--- config.mk ---
export PLATFORM = sky130hd
export DESIGN_NAME = arm_ldm_stm_seq
export DESIGN_NICKNAME = d
export VERILOG_FILES = /design/src/rtl/arm_ldm_stm_seq_pkg.sv /design/src/rtl/arm_reg_list_enc.sv /design/src/rtl/arm_ldm_stm_seq.sv
export SDC_FILE = /design/constraint.sdc
export NUM_CORES = 1
export LEC_CHECK = 0
export ABC_AREA = 1
export CORE_ASPECT_RATIO = 0.9
export CORE_MARGIN = 2
export CORE_UTILIZATION = 45
export DETAILED_ROUTE_END_ITERATION = 6
export GPL_ROUTABILITY_DRIVEN = 0
export PLACE_DENSITY = 0.74
export SYNTH_ARGS = -nofsm -noshare
export SYNTH_HDL_FRONTEND = slang
export SYNTH_SLANG_ARGS = --single-unit
export TNS_END_PERCENT = 30
--- constraint.sdc ---
create_clock -name clk -period 7.7 [get_ports clk]
set_clock_uncertainty 0.05 [all_clocks]
set_input_delay 1.54 -clock clk [delete_from_list [all_inputs] [get_ports clk]]
set_output_delay 1.54 -clock clk [all_outputs]
set_load 0.02 [all_outputs]
--- src/rtl/arm_ldm_stm_seq_pkg.sv ---
`default_nettype none
// ============================================================================
//  Module      : arm_ldm_stm_seq_pkg
//  Description : Shared types and constants for the LDM/STM sequencer:
//                FSM state encodings, PC register index, instruction field
//                bit positions and a 16-bit population count helper.
//  Revision    : 1.0 - initial release
// ============================================================================
package arm_ldm_stm_seq_pkg;

    // Sequencer states, explicitly encoded in 3 bits
    typedef enum logic [2:0] {
        ST_IDLE  = 3'd0,
        ST_SETUP = 3'd1,
        ST_XFER  = 3'd2,
        ST_WB    = 3'd3,
        ST_DONE  = 3'd4
    } state_e;

    // Register 15 is the program counter; loads to it go to the PC port
    localparam logic [3:0] PC_REG = 4'd15;

    // Instruction field positions
    localparam int c_BIT_P   = 24;
    localparam int c_BIT_U   = 23;
    localparam int c_BIT_W   = 21;
    localparam int c_BIT_L   = 20;
    localparam int c_RN_LSB  = 16;
    localparam int c_RN_MSB  = 19;

    // Number of registers named in a 16-bit register list
    function automatic logic [4:0] popcount16(input logic [15:0] v);
        logic [4:0] c;
        c = '0;
        for (int i = 0; i < 16; i++) begin
            c = c + {4'd0, v[i]};
        end
        return c;
    endfunction

endpackage : arm_ldm_stm_seq_pkg
`default_nettype wire

--- src/rtl/arm_reg_list_enc.sv ---
`default_nettype none
// ============================================================================
//  Module      : arm_reg_list_enc
//  Description : 16-to-4 lowest-set-bit priority encoder with valid flag.
//                Picks the next register of an LDM/STM list to service.
//  Revision    : 1.0 - initial release
// ============================================================================
module arm_reg_list_enc (
    input  logic [15:0] list_i,
    output logic [3:0]  idx_o,
    output logic        valid_o
);

    // Scan from the top down so the lowest set bit is the last one written
    always_comb begin
        idx_o   = '0;
        valid_o = 1'b0;
        for (int i = 15; i >= 0; i--) begin
            if (list_i[i]) begin
                idx_o   = 4'(i);
                valid_o = 1'b1;
            end
        end
    end

endmodule : arm_reg_list_enc
`default_nettype wire

--- src/rtl/arm_ldm_stm_seq.sv ---
`default_nettype none
// ============================================================================
//  Module      : arm_ldm_stm_seq
//  Description : Block load/store multiple (LDM/STM) sequencer. Latches the
//                instruction and base, computes the start address and base
//                writeback value, then issues one memory transfer per listed
//                register (lowest register at lowest address) and finally
//                performs the optional base writeback.
//  Revision    : 1.0 - initial release
// ============================================================================
module arm_ldm_stm_seq
    import arm_ldm_stm_seq_pkg::*;
(
    input  logic        clk,
    input  logic        rst,
    input  logic        start,
    input  logic [31:0] inst,
    output logic [3:0]  read_rn,
    input  logic [31:0] rn_out,
    output logic [3:0]  read_rm,
    input  logic [31:0] rm_out,
    output logic [3:0]  write_rd,
    output logic        rd_we,
    output logic [31:0] rd_in,
    output logic        pc_we,
    output logic [31:0] pc_in,
    output logic        mem_req,
    output logic        mem_we,
    output logic [31:0] mem_addr,
    output logic [31:0] mem_wdata,
    input  logic        mem_ack,
    input  logic [31:0] mem_rdata,
    output logic        busy,
    output logic        done
);

    state_e      r_state_q, w_state_d;
    logic        r_p_q, w_p_d;
    logic        r_u_q, w_u_d;
    logic        r_w_q, w_w_d;
    logic        r_l_q, w_l_d;
    logic [3:0]  r_rn_q, w_rn_d;
    logic [15:0] r_list_q, w_list_d;
    logic [31:0] r_base_q, w_base_d;
    logic [31:0] r_addr_q, w_addr_d;
    logic [31:0] r_wb_q, w_wb_d;
    logic        r_skip_wb_q, w_skip_wb_d;

    logic [3:0]  w_enc_idx;
    logic        w_enc_valid;
    logic [4:0]  w_n;
    logic [31:0] w_span;

    // Only the addressing-mode, writeback, load and register fields matter here
    logic        w_unused_inst;
    assign w_unused_inst = ^{inst[31:25], inst[22]};

    arm_reg_list_enc u_enc (
        .list_i  (r_list_q),
        .idx_o   (w_enc_idx),
        .valid_o (w_enc_valid)
    );

    // Transfer count and its byte span (4 bytes per register)
    assign w_n    = popcount16(r_list_q);
    assign w_span = {25'd0, w_n, 2'b00};

    // State and datapath registers
    always_ff @(posedge clk) begin
        if (rst) begin
            r_state_q   <= ST_IDLE;
            r_p_q       <= 1'b0;
            r_u_q       <= 1'b0;
            r_w_q       <= 1'b0;
            r_l_q       <= 1'b0;
            r_rn_q      <= '0;
            r_list_q    <= '0;
            r_base_q    <= '0;
            r_addr_q    <= '0;
            r_wb_q      <= '0;
            r_skip_wb_q <= 1'b0;
        end else begin
            r_state_q   <= w_state_d;
            r_p_q       <= w_p_d;
            r_u_q       <= w_u_d;
            r_w_q       <= w_w_d;
            r_l_q       <= w_l_d;
            r_rn_q      <= w_rn_d;
            r_list_q    <= w_list_d;
            r_base_q    <= w_base_d;
            r_addr_q    <= w_addr_d;
            r_wb_q      <= w_wb_d;
            r_skip_wb_q <= w_skip_wb_d;
        end
    end

    // Next-state, datapath update and output decode
    always_comb begin
        w_state_d   = r_state_q;
        w_p_d       = r_p_q;
        w_u_d       = r_u_q;
        w_w_d       = r_w_q;
        w_l_d       = r_l_q;
        w_rn_d      = r_rn_q;
        w_list_d    = r_list_q;
        w_base_d    = r_base_q;
        w_addr_d    = r_addr_q;
        w_wb_d      = r_wb_q;
        w_skip_wb_d = r_skip_wb_q;

        read_rn   = '0;
        read_rm   = '0;
        write_rd  = '0;
        rd_we     = 1'b0;
        rd_in     = '0;
        pc_we     = 1'b0;
        pc_in     = '0;
        mem_req   = 1'b0;
        mem_we    = 1'b0;
        mem_addr  = '0;
        mem_wdata = '0;
        busy      = (r_state_q != ST_IDLE);
        done      = 1'b0;

        case (r_state_q)
            ST_IDLE: begin
                // Base read address is presented so rn_out is valid with start
                read_rn = inst[c_RN_MSB:c_RN_LSB];
                if (start) begin
                    w_p_d     = inst[c_BIT_P];
                    w_u_d     = inst[c_BIT_U];
                    w_w_d     = inst[c_BIT_W];
                    w_l_d     = inst[c_BIT_L];
                    w_rn_d    = inst[c_RN_MSB:c_RN_LSB];
                    w_list_d  = inst[15:0];
                    w_base_d  = rn_out;
                    w_state_d = ST_SETUP;
                end
            end

            ST_SETUP: begin
                // Transfers always ascend; descending modes start low and climb
                case ({r_p_q, r_u_q})
                    2'b01:   w_addr_d = r_base_q;                    // IA
                    2'b11:   w_addr_d = r_base_q + 32'd4;            // IB
                    2'b00:   w_addr_d = r_base_q - w_span + 32'd4;   // DA
                    default: w_addr_d = r_base_q - w_span;           // DB
                endcase
                w_wb_d      = r_u_q ? (r_base_q + w_span) : (r_base_q - w_span);
                // A load that includes the base leaves the loaded value in place
                w_skip_wb_d = r_l_q && r_list_q[r_rn_q];
                w_state_d   = (w_n == 5'd0) ? ST_DONE : ST_XFER;
            end

            ST_XFER: begin
                mem_req   = 1'b1;
                mem_we    = ~r_l_q;
                mem_addr  = r_addr_q;
                read_rm   = w_enc_idx;
                mem_wdata = r_l_q ? 32'd0 : rm_out;
                if (mem_ack && w_enc_valid) begin
                    if (r_l_q) begin
                        if (w_enc_idx == PC_REG) begin
                            pc_we = 1'b1;
                            pc_in = mem_rdata;
                        end else begin
                            rd_we    = 1'b1;
                            write_rd = w_enc_idx;
                            rd_in    = mem_rdata;
                        end
                    end
                    w_list_d = r_list_q & ~(16'd1 << w_enc_idx);
                    w_addr_d = r_addr_q + 32'd4;
                    if (w_list_d == 16'd0) begin
                        w_state_d = (r_w_q && !r_skip_wb_q) ? ST_WB : ST_DONE;
                    end
                end
            end

            ST_WB: begin
                rd_we     = 1'b1;
                write_rd  = r_rn_q;
                rd_in     = r_wb_q;
                w_state_d = ST_DONE;
            end

            ST_DONE: begin
                done      = 1'b1;
                w_state_d = ST_IDLE;
            end

            default: begin
                w_state_d = ST_IDLE;
            end
        endcase
    end

endmodule : arm_ldm_stm_seq
`default_nettype wire

==> metrics list, run 1 <==
* Max-cap violations: 0
- Hold buffers post-CTS: 0
- Later-pin clock latency in the skew report: 0.44 ns
- IO buf count: 269
- Layout cell share with drive strength beyond 1: 6.57%
- Via count of the first global-routing pass: 12,600
- Initial antenna violation count: 1
- For this block, the via count after detailed routing is 14,100.
* Met3 global-route usage: 6.55%
- Area of the die: 27,000 um^2
- The filler cells instantiated in the layout total 2,472.
- DRC violation total after the first TritonRoute iteration: 1,952
- Hold depth: 2
- Setup violators final: 0
- Of the available clock period, the critical path in the final layout requires 89.7%.
- Floorplan die height: 156 um
- In this design, the stage delay of the slowest critical-path cell is 0.55 ns.
- Total power divided by cell area: 475 nW/um^2
- In this run the number of cells on the critical path is 28.
- Synthesis produced a netlist with a net count of 2,137.
- Crit Path Category: flop to flop
- The number of buffers and inverters on the critical path is 7.
- After clock tree synthesis, the setup repair step added 0 buffers.
- Sequential fraction of the synthesis area: 21.5%
- Pin count of the biggest net entering global routing: 80
- For met2 alone, demand over resource in global routing was 49.8%.
- Deepest level of the CTS H-tree: 4
* Final critical delay including setup and external delays: 6.91 ns
* Cell area after synthesis: 11,600 um^2
* Critical R2R Capture: r_wb_q[27]$_SDFFE_PP0P_
- Clock Tree Root: sky130_fd_sc_hd__clkbuf_16
- Delay-heaviest family, CP: adder cells
- For the worst setup path, the data required time is 7.95 ns.
- Cell repeated most along the worst path: sky130_fd_sc_hd__inv_1
- The flow ran to the end, and the final reports show no timing, DRC or antenna violations.
* Clock tree sinks: 124
* Post-Synthesis Mean Instance Area: 5.86 um^2
- From synthesis to final layout, the design area changed by 29.1%.
- For the pin with the worst max-slew slack, the measured transition is 1.03 ns.
- Summed over all layers, the global routing overflow is 0.
- Global routing used 39.1% of the available met1 tracks.
* Final HPWL from detailed placement: 31.5 mm
- Cts repair resizes: 0
* Hold Path Sink: r_base_q[1]$_SDFFE_PP0P_
- In this run the remaining antenna-violating nets after routing total 0.
- For flop-to-flop paths, the worst setup slack is 0.79 ns.
* Final-layout setup total negative slack: 0 ns
- In this run the most critical hold path is launched from r_base_q[1]$_SDFFE_PP0P_.
- At the worst endpoint, the arrival time is 7.16 ns.
* Post-placement cell area: 14,300 um^2
* Kind of end point of the critical path: flop
* Total global routing track utilization: 30.2%
- For the worst flop-to-flop path, the logic depth is 28.
- Cell variety after synth: 58
* Number of instances in the synthesized netlist: 1,972
* HP Class: flop to flop
- Pin placement for this block handled 278 I/O pins.
* Standby leakage power: 0.00606 uW
- In the routed layout, each cell is associated on average with a via count of 5.61.
* Most utilized layer in the global route result: met2
- The slowest stage of the critical path belongs to the cell sky130_fd_sc_hd__fa_1.
- Fin Hold WS: 0.411 ns
- Reg clk slew, reported paths: 0.07 ns
- Starting density of the core: 45.9%
- First-pass iteration count of the detailed router: 6
- After routing the design area is 14,900 um^2.
* Highest attainable clock frequency: 145 MHz
- Final number of hold-violating endpoints: 0
- The worst-case IR drop observed on VDD is 0.000341 V.
- Flip-flop and latch count after synthesis: 124
- TritonCTS built the clock tree.
* First-pass GRT wire length: 65.9 mm
- Nature of the critical path startpoint: flop
* Number of remaining DRC errors: 0
- The final max-slew violation count is 0.
* TritonCTS Buffers: 17
- Dividing the detail-routed wire length by the instance count gives 16.7 um.
- The net count of the finished layout is 2,327.
* Num rows: 55
- Slew HR: 31.1%
- WL final: 42.1 mm
- Worst-case clock buffer depth: 2
- Setup repair after global routing left no endpoint under its margin.
- CORE AREA: 25,200 um^2
- R2r startpoint: r_list_q[5]$_SDFFE_PP0P_
- Synth warnings: 0
* Maximum fanout encountered on the critical timing path: 7
- Measured along the x axis, the die boundary spans 173 um.
[cells in the mapped netlist (all sizes together)]
cell	n	share of area [%]
nand2	449	15
a32oi	1	0.076
nand3	150	6.8
and2	3	0.16
nor4	9	0.67
xnor2	1	0.076
o221ai	4	0.30
clkinv	4	0.13
o32ai	1	0.076
fa	12	2.1
a221oi	3	0.23
a221o	1	0.087
nand3b	2	0.13
o21ai	196	8.9
a21o	2	0.13
a21oi	170	7.8
a211oi	2	0.13
o22ai	3	0.16
or2	3	0.16
dfxtp	124	21
xor2	27	2.3
o21bai	8	0.52
o21a	1	0.065
o211ai	45	2.9
a31oi	19	1.1
nor2	251	8.9
ha	21	2.3
nand4	38	2.1
clkbuf	91	3.0
buf	22	1.3
nor3b	3	0.19
a21boi	5	0.42
inv	264	8.6
nor3	35	1.7
o31ai	2	0.13
[layout make-up]
| type | instances | area, um^2 | share of cell area, % |
|---|---|---|---|
| repair buffers | 284 | 2810 | 18.8 |
| flip-flops and latches | 124 | 2480 | 16.6 |
| clock buffers | 21 | 470 | 3.15 |
| well taps | 342 | 428 | 2.87 |
| clock inverters | 11 | 131 | 0.881 |
| diodes | 1 | 2.50 | 0.0168 |
| inverters | 268 | 1010 | 6.76 |
| multi-input cells | 1467 | 7590 | 50.9 |
[through the flow]
| step | util [%] | power, uW | setup WS (ns) | instances |
|---|---|---|---|---|
| CTS | 59.2 | 6980 | 0.961 | 2517 |
| finish | 59.2 | 7090 | 0.793 | 2518 |
| global route | 59.2 | 7670 | 0.428 | 2517 |
| global placement | 56.8 | 6000 | 1.13 | 2485 |
| floorplan | - | 4790 | 2.11 | 1972 |
| detailed placement | 56.8 | 6110 | 1.01 | 2485 |
[worst max path at each step]
| stage | slack (ns) | start | end |
|---|---|---|---|
| 2_1_floorplan | 2.11 | r_list_q[5]$_SDFFE_PP0P_ | r_addr_q[20]$_SDFFE_PP0P_ |
| 3_3_place_gp | 1.13 | r_list_q[5]$_SDFFE_PP0P_ | r_wb_q[27]$_SDFFE_PP0P_ |
| 3_5_place_dp | 1.01 | r_list_q[5]$_SDFFE_PP0P_ | r_wb_q[27]$_SDFFE_PP0P_ |
| 4_1_cts | 0.96 | r_list_q[5]$_SDFFE_PP0P_ | r_wb_q[27]$_SDFFE_PP0P_ |
| 5_1_grt | 0.43 | r_list_q[7]$_SDFFE_PP0P_ | r_wb_q[31]$_SDFFE_PP0P_ |
| 6_report | 0.79 | r_list_q[5]$_SDFFE_PP0P_ | r_wb_q[27]$_SDFFE_PP0P_ |
[sequential cells by signal, summed over array words and instances (netlist names)]
| register | cells |
|---|---|
| r_p_q | 1 |
| r_skip_wb_q | 1 |
| r_wb_q | 32 |
| r_addr_q | 32 |
| r_state_q | 3 |
| r_list_q | 16 |
| r_rn_q | 4 |
| r_l_q | 1 |
| r_u_q | 1 |
| r_base_q | 32 |
| r_w_q | 1 |
[kinds of logic after synthesis]
family / count (synthesis) / synth area share, %
flip-flops: 124 / 21.5
buffers and inverters: 381 / 13.0
XOR/XNOR: 28 / 2.38
AND/OR/NAND/NOR: 943 / 35.8
AO/OA/AOI/OAI: 463 / 23.0
adder cells (fa/ha/maj): 33 / 4.35
[tightest hold or removal path, cell delays in order (launching register included)]
cell	delay (ns)
sky130_fd_sc_hd__dfxtp_1	0.31
sky130_fd_sc_hd__nand2_1	0.06
sky130_fd_sc_hd__a21oi_1	0.05
[routing by layer]
layer  wire length (um)  vias to the layer above
li1                   -                     6838
met2              18900                      767
met1              17600                     6399
met5                 87                        -
met3               4130                      120
met4               1430                        2
[power breakdown]
part           total [uW]  internal, uW  switching (uW)
clock                 838           506             333
sequential           1160           875             288
combinational        5090          1620            3470
total                7090          3000            4090
[cell usage in the layout (no fill, tap or decap), types with 14 or more instances in the layout]
master	count
sky130_fd_sc_hd__a21oi_1	163
sky130_fd_sc_hd__a31oi_1	18
sky130_fd_sc_hd__buf_4	15
sky130_fd_sc_hd__clkbuf_16	17
sky130_fd_sc_hd__clkdlybuf4s50_1	269
sky130_fd_sc_hd__dfxtp_1	124
sky130_fd_sc_hd__ha_1	21
sky130_fd_sc_hd__inv_1	251
sky130_fd_sc_hd__nand2_1	433
sky130_fd_sc_hd__nand2_2	14
sky130_fd_sc_hd__nand3_1	142
sky130_fd_sc_hd__nand4_1	38
sky130_fd_sc_hd__nor2_1	225
sky130_fd_sc_hd__nor2_2	22
sky130_fd_sc_hd__nor3_1	31
sky130_fd_sc_hd__o211ai_1	45
sky130_fd_sc_hd__o21ai_0	173
sky130_fd_sc_hd__xor2_1	23
No activity file was read; power rests on OpenSTA's default activity.
==> run 2, diff against run 1 <==
Settings changed: CTS_CLUSTER_SIZE set to 25.
==> results of run 2 <==
Same layout as run 1: the final DEF is identical, and so are final timing and power.
